### src/rtl/fp_minmax_cmp_pipe_if.sv
// Operand/result bus for the FP min/max/compare unit.
// Both directions use valid/ready: a beat moves on a rising edge where valid & ready are
// both high; the source holds its payload stable until that edge, and ready may depend on valid.
interface fp_minmax_cmp_pipe_if #(
  parameter int EXP_W = 8,
  parameter int MAN_W = 23
);
  localparam int W = 1 + EXP_W + MAN_W;

  logic         in_valid;
  logic         out_ready;
  logic [2:0]   in_op;
  logic [W-1:0] in_numA;
  logic [W-1:0] in_numB;
  logic         out_valid;
  logic         in_ready;
  logic [W-1:0] out_data;
  logic         out_flag_nv;

  modport slave (
    input  in_valid, in_op, in_numA, in_numB, in_ready,
    output out_ready, out_valid, out_data, out_flag_nv
  );

  modport master (
    output in_valid, in_op, in_numA, in_numB, in_ready,
    input  out_ready, out_valid, out_data, out_flag_nv
  );
endinterface

### src/rtl/fp_minmax_cmp_pipe.sv
// Two-stage IEEE-754 MIN/MAX/FEQ/FLT/FLE unit with RISC-V NaN and signed-zero rules.
// Stage 1 captures operands, class bits and the magnitude compare; stage 2 registers the result.
module fp_minmax_cmp_pipe #(
  parameter int EXP_W = 8,
  parameter int MAN_W = 23
) (
  input  logic                  in_clk,
  input  logic                  in_rst_n,
  fp_minmax_cmp_pipe_if.slave   bus
);
  localparam int W = 1 + EXP_W + MAN_W;

  localparam logic [2:0] OP_MIN = 3'd0;
  localparam logic [2:0] OP_MAX = 3'd1;
  localparam logic [2:0] OP_FEQ = 3'd2;
  localparam logic [2:0] OP_FLT = 3'd3;
  localparam logic [2:0] OP_FLE = 3'd4;

  localparam logic [W-1:0] CANON_NAN = {1'b0, {EXP_W{1'b1}}, 1'b1, {(MAN_W-1){1'b0}}};

  // Operand classification on the incoming operands
  logic [EXP_W-1:0] a_exp, b_exp;
  logic [MAN_W-1:0] a_man, b_man;
  logic a_nan_c, a_snan_c, a_zero_c, b_nan_c, b_snan_c, b_zero_c;
  logic mag_lt_c, mag_gt_c;

  assign a_exp    = bus.in_numA[W-2:MAN_W];
  assign a_man    = bus.in_numA[MAN_W-1:0];
  assign b_exp    = bus.in_numB[W-2:MAN_W];
  assign b_man    = bus.in_numB[MAN_W-1:0];
  assign a_nan_c  = (&a_exp) & (|a_man);
  assign b_nan_c  = (&b_exp) & (|b_man);
  assign a_snan_c = a_nan_c & ~a_man[MAN_W-1];
  assign b_snan_c = b_nan_c & ~b_man[MAN_W-1];
  assign a_zero_c = ~(|bus.in_numA[W-2:0]);
  assign b_zero_c = ~(|bus.in_numB[W-2:0]);
  assign mag_lt_c = bus.in_numA[W-2:0] < bus.in_numB[W-2:0];
  assign mag_gt_c = bus.in_numA[W-2:0] > bus.in_numB[W-2:0];

  logic         s1_valid_q;
  logic [2:0]   s1_op_q;
  logic [W-1:0] s1_a_q, s1_b_q;
  logic         s1_a_nan_q, s1_a_snan_q, s1_a_zero_q;
  logic         s1_b_nan_q, s1_b_snan_q, s1_b_zero_q;
  logic         s1_mag_lt_q, s1_mag_gt_q;

  logic         out_valid_q, out_valid_d;
  logic [W-1:0] out_data_q, out_data_d;
  logic         out_flag_nv_q, out_flag_nv_d;

  logic s2_load, s1_load;

  // Output stage frees up when empty or draining; stage 1 follows it with no bubble
  assign s2_load = ~out_valid_q | bus.in_ready;
  assign s1_load = ~s1_valid_q | s2_load;

  assign bus.out_ready   = s1_load;
  assign bus.out_valid   = out_valid_q;
  assign bus.out_data    = out_data_q;
  assign bus.out_flag_nv = out_flag_nv_q;

  // Result selection from stage-1 contents
  logic sa, sb, both_zero, any_nan, any_snan, lt_ab, lt_ba, eq_ab;
  logic min_pick_b, max_pick_b;

  always_comb begin
    sa        = s1_a_q[W-1];
    sb        = s1_b_q[W-1];
    both_zero = s1_a_zero_q & s1_b_zero_q;
    any_nan   = s1_a_nan_q | s1_b_nan_q;
    any_snan  = s1_a_snan_q | s1_b_snan_q;
    lt_ab     = 1'b0;
    lt_ba     = 1'b0;
    if (both_zero) begin
      lt_ab = 1'b0;
      lt_ba = 1'b0;
    end else if (sa != sb) begin
      lt_ab = sa;
      lt_ba = sb;
    end else if (!sa) begin
      lt_ab = s1_mag_lt_q;
      lt_ba = s1_mag_gt_q;
    end else begin
      lt_ab = s1_mag_gt_q;
      lt_ba = s1_mag_lt_q;
    end
    eq_ab      = both_zero | ((sa == sb) & ~s1_mag_lt_q & ~s1_mag_gt_q);
    // Signed zeros: MIN prefers -0, MAX prefers +0; otherwise ties keep A
    min_pick_b = both_zero ? (sb & ~sa) : lt_ba;
    max_pick_b = both_zero ? (sa & ~sb) : lt_ab;

    out_valid_d   = s1_valid_q;
    out_data_d    = '0;
    out_flag_nv_d = 1'b0;
    case (s1_op_q)
      OP_MIN, OP_MAX: begin
        out_flag_nv_d = any_snan;
        if (s1_a_nan_q & s1_b_nan_q)       out_data_d = CANON_NAN;
        else if (s1_a_nan_q)               out_data_d = s1_b_q;
        else if (s1_b_nan_q)               out_data_d = s1_a_q;
        else if (s1_op_q == OP_MIN)        out_data_d = min_pick_b ? s1_b_q : s1_a_q;
        else                               out_data_d = max_pick_b ? s1_b_q : s1_a_q;
      end
      OP_FEQ: begin
        out_flag_nv_d = any_snan;
        out_data_d    = {{(W-1){1'b0}}, eq_ab & ~any_nan};
      end
      OP_FLT: begin
        out_flag_nv_d = any_nan;
        out_data_d    = {{(W-1){1'b0}}, lt_ab & ~any_nan};
      end
      OP_FLE: begin
        out_flag_nv_d = any_nan;
        out_data_d    = {{(W-1){1'b0}}, (lt_ab | eq_ab) & ~any_nan};
      end
      default: begin
        out_data_d    = '0;
        out_flag_nv_d = 1'b0;
      end
    endcase
  end

  always_ff @(posedge in_clk or negedge in_rst_n) begin
    if (!in_rst_n) begin
      s1_valid_q  <= 1'b0;
      s1_op_q     <= '0;
      s1_a_q      <= '0;
      s1_b_q      <= '0;
      s1_a_nan_q  <= 1'b0;
      s1_a_snan_q <= 1'b0;
      s1_a_zero_q <= 1'b0;
      s1_b_nan_q  <= 1'b0;
      s1_b_snan_q <= 1'b0;
      s1_b_zero_q <= 1'b0;
      s1_mag_lt_q <= 1'b0;
      s1_mag_gt_q <= 1'b0;
    end else if (s1_load) begin
      s1_valid_q <= bus.in_valid;
      if (bus.in_valid) begin
        s1_op_q     <= bus.in_op;
        s1_a_q      <= bus.in_numA;
        s1_b_q      <= bus.in_numB;
        s1_a_nan_q  <= a_nan_c;
        s1_a_snan_q <= a_snan_c;
        s1_a_zero_q <= a_zero_c;
        s1_b_nan_q  <= b_nan_c;
        s1_b_snan_q <= b_snan_c;
        s1_b_zero_q <= b_zero_c;
        s1_mag_lt_q <= mag_lt_c;
        s1_mag_gt_q <= mag_gt_c;
      end
    end
  end

  always_ff @(posedge in_clk or negedge in_rst_n) begin
    if (!in_rst_n) begin
      out_valid_q   <= 1'b0;
      out_data_q    <= '0;
      out_flag_nv_q <= 1'b0;
    end else if (s2_load) begin
      out_valid_q <= out_valid_d;
      if (s1_valid_q) begin
        out_data_q    <= out_data_d;
        out_flag_nv_q <= out_flag_nv_d;
      end
    end
  end
endmodule

### src/flat_wrapper.sv
// flat-port wrapper written by rule: the top's interface ports become plain ports
module fp_minmax_cmp_pipe_flat 
#(
  parameter int EXP_W = 8,
  parameter int MAN_W = 23
)
  (in_clk, in_rst_n, bus_in_valid, bus_in_op, bus_in_numA, bus_in_numB, bus_in_ready, bus_out_ready, bus_out_valid, bus_out_data, bus_out_flag_nv);
  fp_minmax_cmp_pipe_if #(.EXP_W(EXP_W), .MAN_W(MAN_W)) bus_i ();
  input  logic in_clk;
  input  logic in_rst_n;
  input wire logic [$bits(bus_i.in_valid)-1:0] bus_in_valid;
  input wire logic [$bits(bus_i.in_op)-1:0] bus_in_op;
  input wire logic [$bits(bus_i.in_numA)-1:0] bus_in_numA;
  input wire logic [$bits(bus_i.in_numB)-1:0] bus_in_numB;
  input wire logic [$bits(bus_i.in_ready)-1:0] bus_in_ready;
  output wire logic [$bits(bus_i.out_ready)-1:0] bus_out_ready;
  output wire logic [$bits(bus_i.out_valid)-1:0] bus_out_valid;
  output wire logic [$bits(bus_i.out_data)-1:0] bus_out_data;
  output wire logic [$bits(bus_i.out_flag_nv)-1:0] bus_out_flag_nv;
  assign bus_i.in_valid = bus_in_valid;
  assign bus_i.in_op = bus_in_op;
  assign bus_i.in_numA = bus_in_numA;
  assign bus_i.in_numB = bus_in_numB;
  assign bus_i.in_ready = bus_in_ready;
  assign bus_out_ready = bus_i.out_ready;
  assign bus_out_valid = bus_i.out_valid;
  assign bus_out_data = bus_i.out_data;
  assign bus_out_flag_nv = bus_i.out_flag_nv;
  fp_minmax_cmp_pipe #(.EXP_W(EXP_W), .MAN_W(MAN_W)) u_core (.in_clk(in_clk), .in_rst_n(in_rst_n), .bus(bus_i));
endmodule
### config.mk
export PLATFORM = sky130hd
export DESIGN_NAME = fp_minmax_cmp_pipe_flat
export DESIGN_NICKNAME = d
export VERILOG_FILES = /design/src/rtl/fp_minmax_cmp_pipe_if.sv /design/src/rtl/fp_minmax_cmp_pipe.sv /design/src/flat_wrapper.sv
export SDC_FILE = /design/constraint.sdc
export NUM_CORES = 1
export LEC_CHECK = 0
export CAP_MARGIN = 15
export CORE_MARGIN = 4
export CORE_UTILIZATION = 35
export CTS_BUF_LIST = sky130_fd_sc_hd__clkbuf_16
export DETAILED_ROUTE_END_ITERATION = 8
export SYNTH_ARGS = -nofsm -noshare
export SYNTH_HDL_FRONTEND = slang
export SYNTH_SLANG_ARGS = --single-unit
### constraint.sdc
create_clock -name in_clk -period 7 [get_ports in_clk]
set_input_delay 1.75 -clock in_clk [delete_from_list [all_inputs] [get_ports in_clk]]
set_output_delay 1.75 -clock in_clk [all_outputs]
set_load 0.05 [all_outputs]
After elaboration in Yosys (flattened, before gate mapping) --
Index checks and enable logic that the tools add are counted.
Word-level totals: output and inout port bits 35, logic and storage cells 80, register bits 110
Cells by class: mux-type cells 15, equal/unequal tests 6, order comparisons 2, reduce and logical (&&, ||, !) cells 12, bitwise gates (word level) 30
Operator list (count):
- 32-bit two-way mux | 6
- 32-bit one-hot mux with 4 select lines | 1
- 31-bit OR reduction | 2
- 23-bit OR reduction | 2
- 31-bit greater-than comparator | 1
- 31-bit < comparator | 1
- 8-bit AND reduction | 2
- 1-bit bitwise AND | 13
- 1-bit NOT | 11
- 1-bit two-way mux | 7
- 3-bit by 2-bit == test with 1-bit output, second input constant | 2
- 1-bit OR | 6
- 2-bit AND reduction | 2
- 2-bit OR reduction | 2
- 3-bit by 1-bit == test with 1-bit output, second input constant | 1
- 3-bit == test, second input constant | 1
- 3-bit zero test | 1
- 3-bit OR reduction | 1
- 1-bit one-hot mux with 2 select lines | 1
- 1-bit == test | 1
- 1-bit inequality test | 1

Longest topological paths before layout --
Gate-level depths: netlist of the first run.
word-level depth 10, mapped depth 9, gate-level depth less buffers 8

Worst setup path after synthesis of the first run --
OpenSTA, ideal clock, no wires.
path type input-to-output, start input bus_in_ready, end output bus_out_ready, data arrival time 2.239 ns, data required time 5.250 ns, buffers on the path 0, stages 1, slack 3.011 ns, cell sequence nand3b_1
Between the ends: word-level cells in the longest chain between the ends 2
RTL lines:
- start: declaration | line flat_wrapper.sv:15 | input wire logic [$bits(bus_i.in_ready)-1:0] bus_in_ready;
- 1-bit OR | line fp_minmax_cmp_pipe.sv:54 | assign s2_load = ~out_valid_q | bus.in_ready;
- 1-bit OR | line fp_minmax_cmp_pipe.sv:55 | assign s1_load = ~s1_valid_q | s2_load;
- end: declaration | line flat_wrapper.sv:16 | output wire logic [$bits(bus_i.out_ready)-1:0] bus_out_ready;
No other way between the ends.

Worst setup path after layout of the first run --
Ends and elaborated chain as after synthesis.

==> results of run 1 <==
[Yosys cell counts, drive strengths merged, types with 3 or more instances]
cell | number | area (um^2)
ha | 35 | 438
mux2i | 22 | 220
nor3 | 5 | 25.0
nand3 | 4 | 20.0
inv | 34 | 128
and4 | 3 | 26.3
nand4 | 9 | 56.3
buf | 4 | 42.5
a21o | 3 | 22.5
o211ai | 3 | 22.5
clkbuf | 22 | 83.8
dfrtp | 110 | 2750
a211oi | 3 | 22.5
nand2 | 96 | 360
nor4 | 14 | 87.6
a21oi | 19 | 95.1
nand2b | 4 | 25.0
mux2 | 37 | 417
o221ai | 10 | 87.6
o21ai | 62 | 318
nor2 | 13 | 48.8
[placed cells by master (no fill, tap or decap), types with 3 or more instances in the layout]
cell type / n
nand2_1: 95
o221ai_1: 10
nand3_1: 4
clkbuf_16: 9
mux2_2: 37
nand2b_1: 4
nor3_1: 5
o211ai_1: 3
nand4_1: 9
mux2i_1: 22
clkdlybuf4s50_1: 104
o21ai_0: 41
inv_1: 37
nor2_1: 13
and4_1: 3
o21ai_1: 19
ha_1: 35
nor4_1: 14
buf_4: 7
a21oi_1: 19
dfrtp_1: 110
a211oi_1: 3
a21o_1: 3
[power groups by stage]
stage,Sequential [W],Combinational [W],Clock (W)
after floorplan,0.000902,0.000242,0
after global placement,0.000790,0.000540,0
after detailed placement,0.000795,0.000552,0
after CTS,0.000783,0.000555,0.000509
after global routing,0.000794,0.000594,0.000534
final,0.000782,0.000548,0.000492
[routing by layer]
layer,vias to the layer above,global-route usage
li1,2080,-
met1,2045,0.212
met2,84,0.284
met3,20,0.0227
met4,0,0.0623
met5,-,0
[kinds of logic after synthesis]
group | after synthesis | synth area share
adders and majority gates | 35 | 0.0796
muxes | 59 | 0.116
and+or+nand+nor | 157 | 0.130
buffers and inverters | 60 | 0.0462
DFF | 110 | 0.500
AOI/OAI and AO/OA | 115 | 0.128
[worst paths after layout]
kind,from,to,slack (ns),depth (start not counted)
max reg2reg,u_core.s1_a_q[31],u_core.bus.out_data[19],3.96,9
min reg2reg,u_core.bus.out_data[26],u_core.bus.out_data[26],0.48,2
min in group asynchronous,in_rst_n,u_core.bus.out_data[10],1.52,1
min,u_core.bus.out_data[26],u_core.bus.out_data[26],0.48,2
max in group asynchronous,in_rst_n,u_core.bus.out_data[31],4.39,2
max,bus_in_ready,bus_out_ready,1.98,3
[through the flow]
stage / total power (W) / cell area (um^2) / utilization / hold slack, ns / cells
2_1_floorplan: 0.00114 / 5500 / - / 0.450 / 536
3_3_place_gp: 0.00133 / 6740 / 0.440 / 0.463 / 832
3_5_place_dp: 0.00135 / 6740 / 0.440 / 0.470 / 832
4_1_cts: 0.00185 / 7020 / 0.459 / 0.483 / 848
5_1_grt: 0.00192 / 7020 / 0.459 / 0.494 / 848
6_report: 0.00182 / 7020 / 0.459 / 0.478 / 848
[critical path, stage by stage]
cell and delay (ns):
clkdlybuf4s50_1 0.47, nand3b_1 0.20, clkdlybuf4s50_1 0.85
[flip-flops by register name, summed over array words and instances, names as in the netlist]
register,count
u_core.s1_a_zero_q,1
u_core.s1_b_zero_q,1
u_core.s1_mag_lt_q,1
u_core.bus.out_data,32
u_core.s1_op_q,3
u_core.s1_a_nan_q,1
u_core.s1_a_snan_q,1
u_core.s1_a_q,32
u_core.s1_mag_gt_q,1
u_core.bus.out_valid,1
u_core.s1_b_snan_q,1
u_core.out_valid_d,1
u_core.bus.out_flag_nv,1
u_core.s1_b_nan_q,1
u_core.s1_b_q,32
[area by class of cell]
| type | count | area [um^2] |
|---|---|---|
| clock buffer | 9 | 225 |
| clock inverter | 7 | 58.8 |
| fill | 1474 | 8290 |
| inverter | 34 | 128 |
| multi-input combinational | 366 | 2500 |
| sequential | 110 | 2750 |
| tap | 211 | 264 |
| timing repair buffer | 111 | 1090 |
==> out/results.txt, run 1 <==
status -> complete, no violations
clk_skew -> 0.00889 ns
crit start category -> input pin
worst slack at placement -> 1.96 ns
post-CTS setup buffer count -> 0
effective utilization at floorplan -> 0.359
# Max-Cap Violations -> 0
GRT Total Usage -> 0.165
Final min period -> 5.02 ns
Slew HR -> 0.400
total number of vias -> 4229
syn_area_per_cell -> 10.3 um^2
CTS max path bufs -> 2
Setup violations, final -> 0
Net Count, Synth -> 642
Ports -> 106
Final HPWL DP -> 10.6 mm
final worst setup slack -> 1.98 ns
hold buffers post-CTS -> 0
number of placement rows -> 45
Port Buf Inserts -> 105
router iterations before antenna repair -> 4
Sw Share -> 0.334
final critical-path share of the clock period -> 0.717
RePlAce Congestion -> 0.867
CTS-repair resized insts -> 0
clock-pin transition on the worst setup and hold timing paths -> 0.06 ns
global route overflow -> 0
first-pass GRT wire length -> 23.3 mm
worst-margin pin slew -> 0.900 ns
wire length per cell -> 16.9 um
VDD IR max -> 136 uV
endpoint type of the worst setup path -> primary output
WL final -> 14.4 mm
Seq pwr share -> 0.429
kind of critical path -> in2out
Mapped Cells -> 536
worst min path class -> reg2reg
total CTS buffers -> 9
met2 routed WL -> 7.06 mm
antenna-violating nets left -> 0
Cell variety after synth -> 44
ANT cells -> 0
Worst EP required -> 5.25 ns
number of synthesized flops with an enable pin -> 0
Total Nets Final -> 738
Clk pwr share -> 0.270
antenna violations before repair -> 0
number of synthesis warnings -> 0
setup TNS -> 0 ns
Comb power frac -> 0.301
Int Pwr -> 0.00121 W
fin. max-slew vios -> 0
vias in the first global route -> 4573
synthesized flop and latch total -> 110
CP max FO -> 3
CTS tree -> done
NetSw -> 0.000608 W
DRT iter0 DRCs -> 178
Clock Tree Root -> clkbuf_16
Post-Syn Area -> 0.00550 mm^2
routed vias/inst -> 4.99
DRC -> 0
H-tree Lvls -> 3
Clock Sinks -> 110
routed wl met3 -> 513 um
Seq/Total Area, Yosys -> 0.500
asr flop ratio synth -> 1.00
pin count of the biggest net entering global routing -> 71
metal1 wirelength -> 6.44 mm
Max Fclk -> 199 MHz
Worst EP arrival -> 3.27 ns
layout overhead on the synthesized area -> 27.7%
worst skew pair latency -> 0.34 ns
ratio of cells with drive above 1 in the final layout -> 0.0958
Final Hold Fails -> 0
Die Wd -> 133 um
core region area -> 0.0153 mm^2
Pwr Density -> 259 mW/mm^2
RSZ-0062 raised after global routing -> false
LEAKAGE -> 3.15 nW
Die H -> 133 um
top_reg_cell synth -> dfrtp_1
Die ar. -> 0.0178 mm^2
Highest Signal Layer -> met4
(Power assumes the default switching activity.)
==> inputs of run 2 (changes only) <==
==> constraint.sdc (replaced) <==
create_clock -name in_clk -period 4.1 [get_ports in_clk]
set_input_delay 1.025 -clock in_clk [delete_from_list [all_inputs] [get_ports in_clk]]
set_output_delay 1.025 -clock in_clk [all_outputs]
set_load 0.05 [all_outputs]
==> run 2 against run 1 <==
Compared with the run above:
- register-to-register slack got worse by 3.0 ns
- combinational power grew 72%
- clock power grew 88%
- setup slack got worse by 1.4 ns
- cell count rose by 0.12%
- wire length shrank 0.74%
- via count is 1.1% higher
- non-clock buffer count grew 1
- sequential power is 71% higher
- total power rose by 76%
- largest cell class unchanged
==> out/results.txt, run 2 (synthesis results as in run 1) <==
LEAKAGE -> 3.16 nW
final core utilization -> 0.462
worst skew pair latency -> 0.35 ns
CP cell instances -> clkdlybuf4s50_1 > nand3b_1 > clkdlybuf4s50_1
kind of critical path -> in2out
endpoint type of the worst setup path -> primary output
clk_skew -> 0.00628 ns
Max stage delay cell, worst path -> clkdlybuf4s50_1
WL final -> 14.2 mm
clock-pin transition on the worst setup and hold timing paths -> 0.07 ns
RePlAce Congestion -> 0.837
Worst EP arrival -> 2.52 ns
Clock Tree Root -> clkbuf_16
wire length per cell -> 16.8 um
Ports -> 106
layout overhead on the synthesized area -> 28.6%
Setup violations, final -> 0
CP max stage delay -> 0.84 ns
setup TNS -> 0 ns
Final Hold Fails -> 0
router iterations before antenna repair -> 4
DRT iter0 DRCs -> 334
Clk pwr share -> 0.288
Comb power frac -> 0.294
worst reg-to-reg path cell count -> 9
post-CTS setup buffer count -> 0
Slew HR -> 0.445
most used cell, CP -> clkdlybuf4s50_1
Clock Sinks -> 110
ANT cells -> 0
most frequent cells in the layout -> dfrtp_1 (110), clkdlybuf4s50_1 (104), nand2_1 (95)
R2R Path End -> u_core.bus.out_data[16]
DRC -> 0
VDD IR max -> 234 uV
routed vias/inst -> 5.04
fin. max-slew vios -> 0
Max Fclk -> 282 MHz
launching point of the worst reg2reg path -> u_core.s1_a_q[31]
Die ar. -> 0.0178 mm^2
vias in the first global route -> 4463
first-pass GRT wire length -> 23.4 mm
Die Wd -> 133 um
RSZ-0062 raised after global routing -> false
core region area -> 0.0153 mm^2
worst setup path startpoint -> bus_in_ready
Sw Share -> 0.329
H-tree Lvls -> 3
ratio of cells with drive above 1 in the final layout -> 0.100
number of placement rows -> 45
CTS max path bufs -> 2
CP max FO -> 3
most common cell after layout, fill and taps aside -> dfrtp_1
CTS-repair resized insts -> 0
global route overflow -> 0
Seq pwr share -> 0.418
GRT Total Usage -> 0.166
worst min path class -> reg2reg
Final HPWL DP -> 10.7 mm
Int Pwr -> 0.00215 W
WHS Endpoint -> u_core.bus.out_data[22]
antenna violations before repair -> 0
CTS tree -> done
effective utilization at floorplan -> 0.359
R2R Setup Slk -> 0.92 ns
worst-margin pin slew -> 0.830 ns
Worst EP required -> 3.07 ns
Port Buf Inserts -> 105
antenna-violating nets left -> 0
final critical-path share of the clock period -> 0.865
Total Nets Final -> 739
status -> complete, no violations
crit start category -> input pin
hold buffers post-CTS -> 0
Die H -> 133 um
pin count of the biggest net entering global routing -> 68
Pwr Density -> 452 mW/mm^2
total number of vias -> 4276
HP Start -> u_core.bus.out_data[22]
# Max-Cap Violations -> 0
total CTS buffers -> 9
Final min period -> 3.54 ns
NetSw -> 0.00105 W
Cells on Worst Hold Path -> 2
-- run 2: changes by cell type in the layout (fill, tap and decap cells not counted) --
cell        change
clkinv_1        +1
bufinv_16       +1
inv_1           -3
buf_12          +1
clkinvlp_4      +1
-- run 2: final cells by class --
| cell class | instances | area (um^2) |
|---|---|---|
| clock inverters | 7 | 88.8 |
| fillers | 1445 | 8240 |
| well taps | 211 | 264 |
| flip-flops and latches | 110 | 2750 |
| clock buffers | 9 | 225 |
| repair buffers | 112 | 1110 |
| inverters | 34 | 128 |
| multi-input cells | 366 | 2500 |
-- run 2: worst max-delay path by stage --
stage               slack (ns)  cells past startpoint           endpoint
floorplan                 1.19                      5  u_core.s1_a_q[18]
global placement          0.57                      3      bus_out_ready
detailed placement        0.56                      3      bus_out_ready
CTS                       0.55                      3      bus_out_ready
global route              0.51                      3      bus_out_ready
finish                    0.56                      3      bus_out_ready
-- run 2: through the flow --
stage | instances | total power [W] | setup slack, ns | hold slack, ns | instance area [um^2]
final | 849 | 0.00320 | 0.555 | 0.482 | 7070
after global routing | 849 | 0.00336 | 0.512 | 0.509 | 7070
after CTS | 849 | 0.00323 | 0.553 | 0.484 | 7070
after detailed placement | 833 | 0.00230 | 0.560 | 0.469 | 6760
after global placement | 833 | 0.00228 | 0.566 | 0.461 | 6760
after floorplan | 536 | 0.00195 | 1.19 | 0.450 | 5500
-- run 2: critical path: cells and delay by family --
family / cells / cell delay, ns
buf+inv: 2 / 1.30
simple gates: 1 / 0.19
-- run 2: metal layers --
metal,part of all wire,GRT usage,vias to the layer above
met1,0.46,0.222,2091
met4,0.027,0.0714,0
met2,0.48,0.270,85
met3,0.034,0.0242,21
li1,-,-,2079
met5,0,0,-
-- run 2: power by group through the flow --
stage               sequential, W  clock, W  combinational [W]
floorplan                 0.00154         0           0.000414
global placement          0.00135         0           0.000932
detailed placement        0.00136         0           0.000947
CTS                       0.00134  0.000946           0.000951
global route              0.00135  0.000984            0.00103
finish                    0.00134  0.000923           0.000940
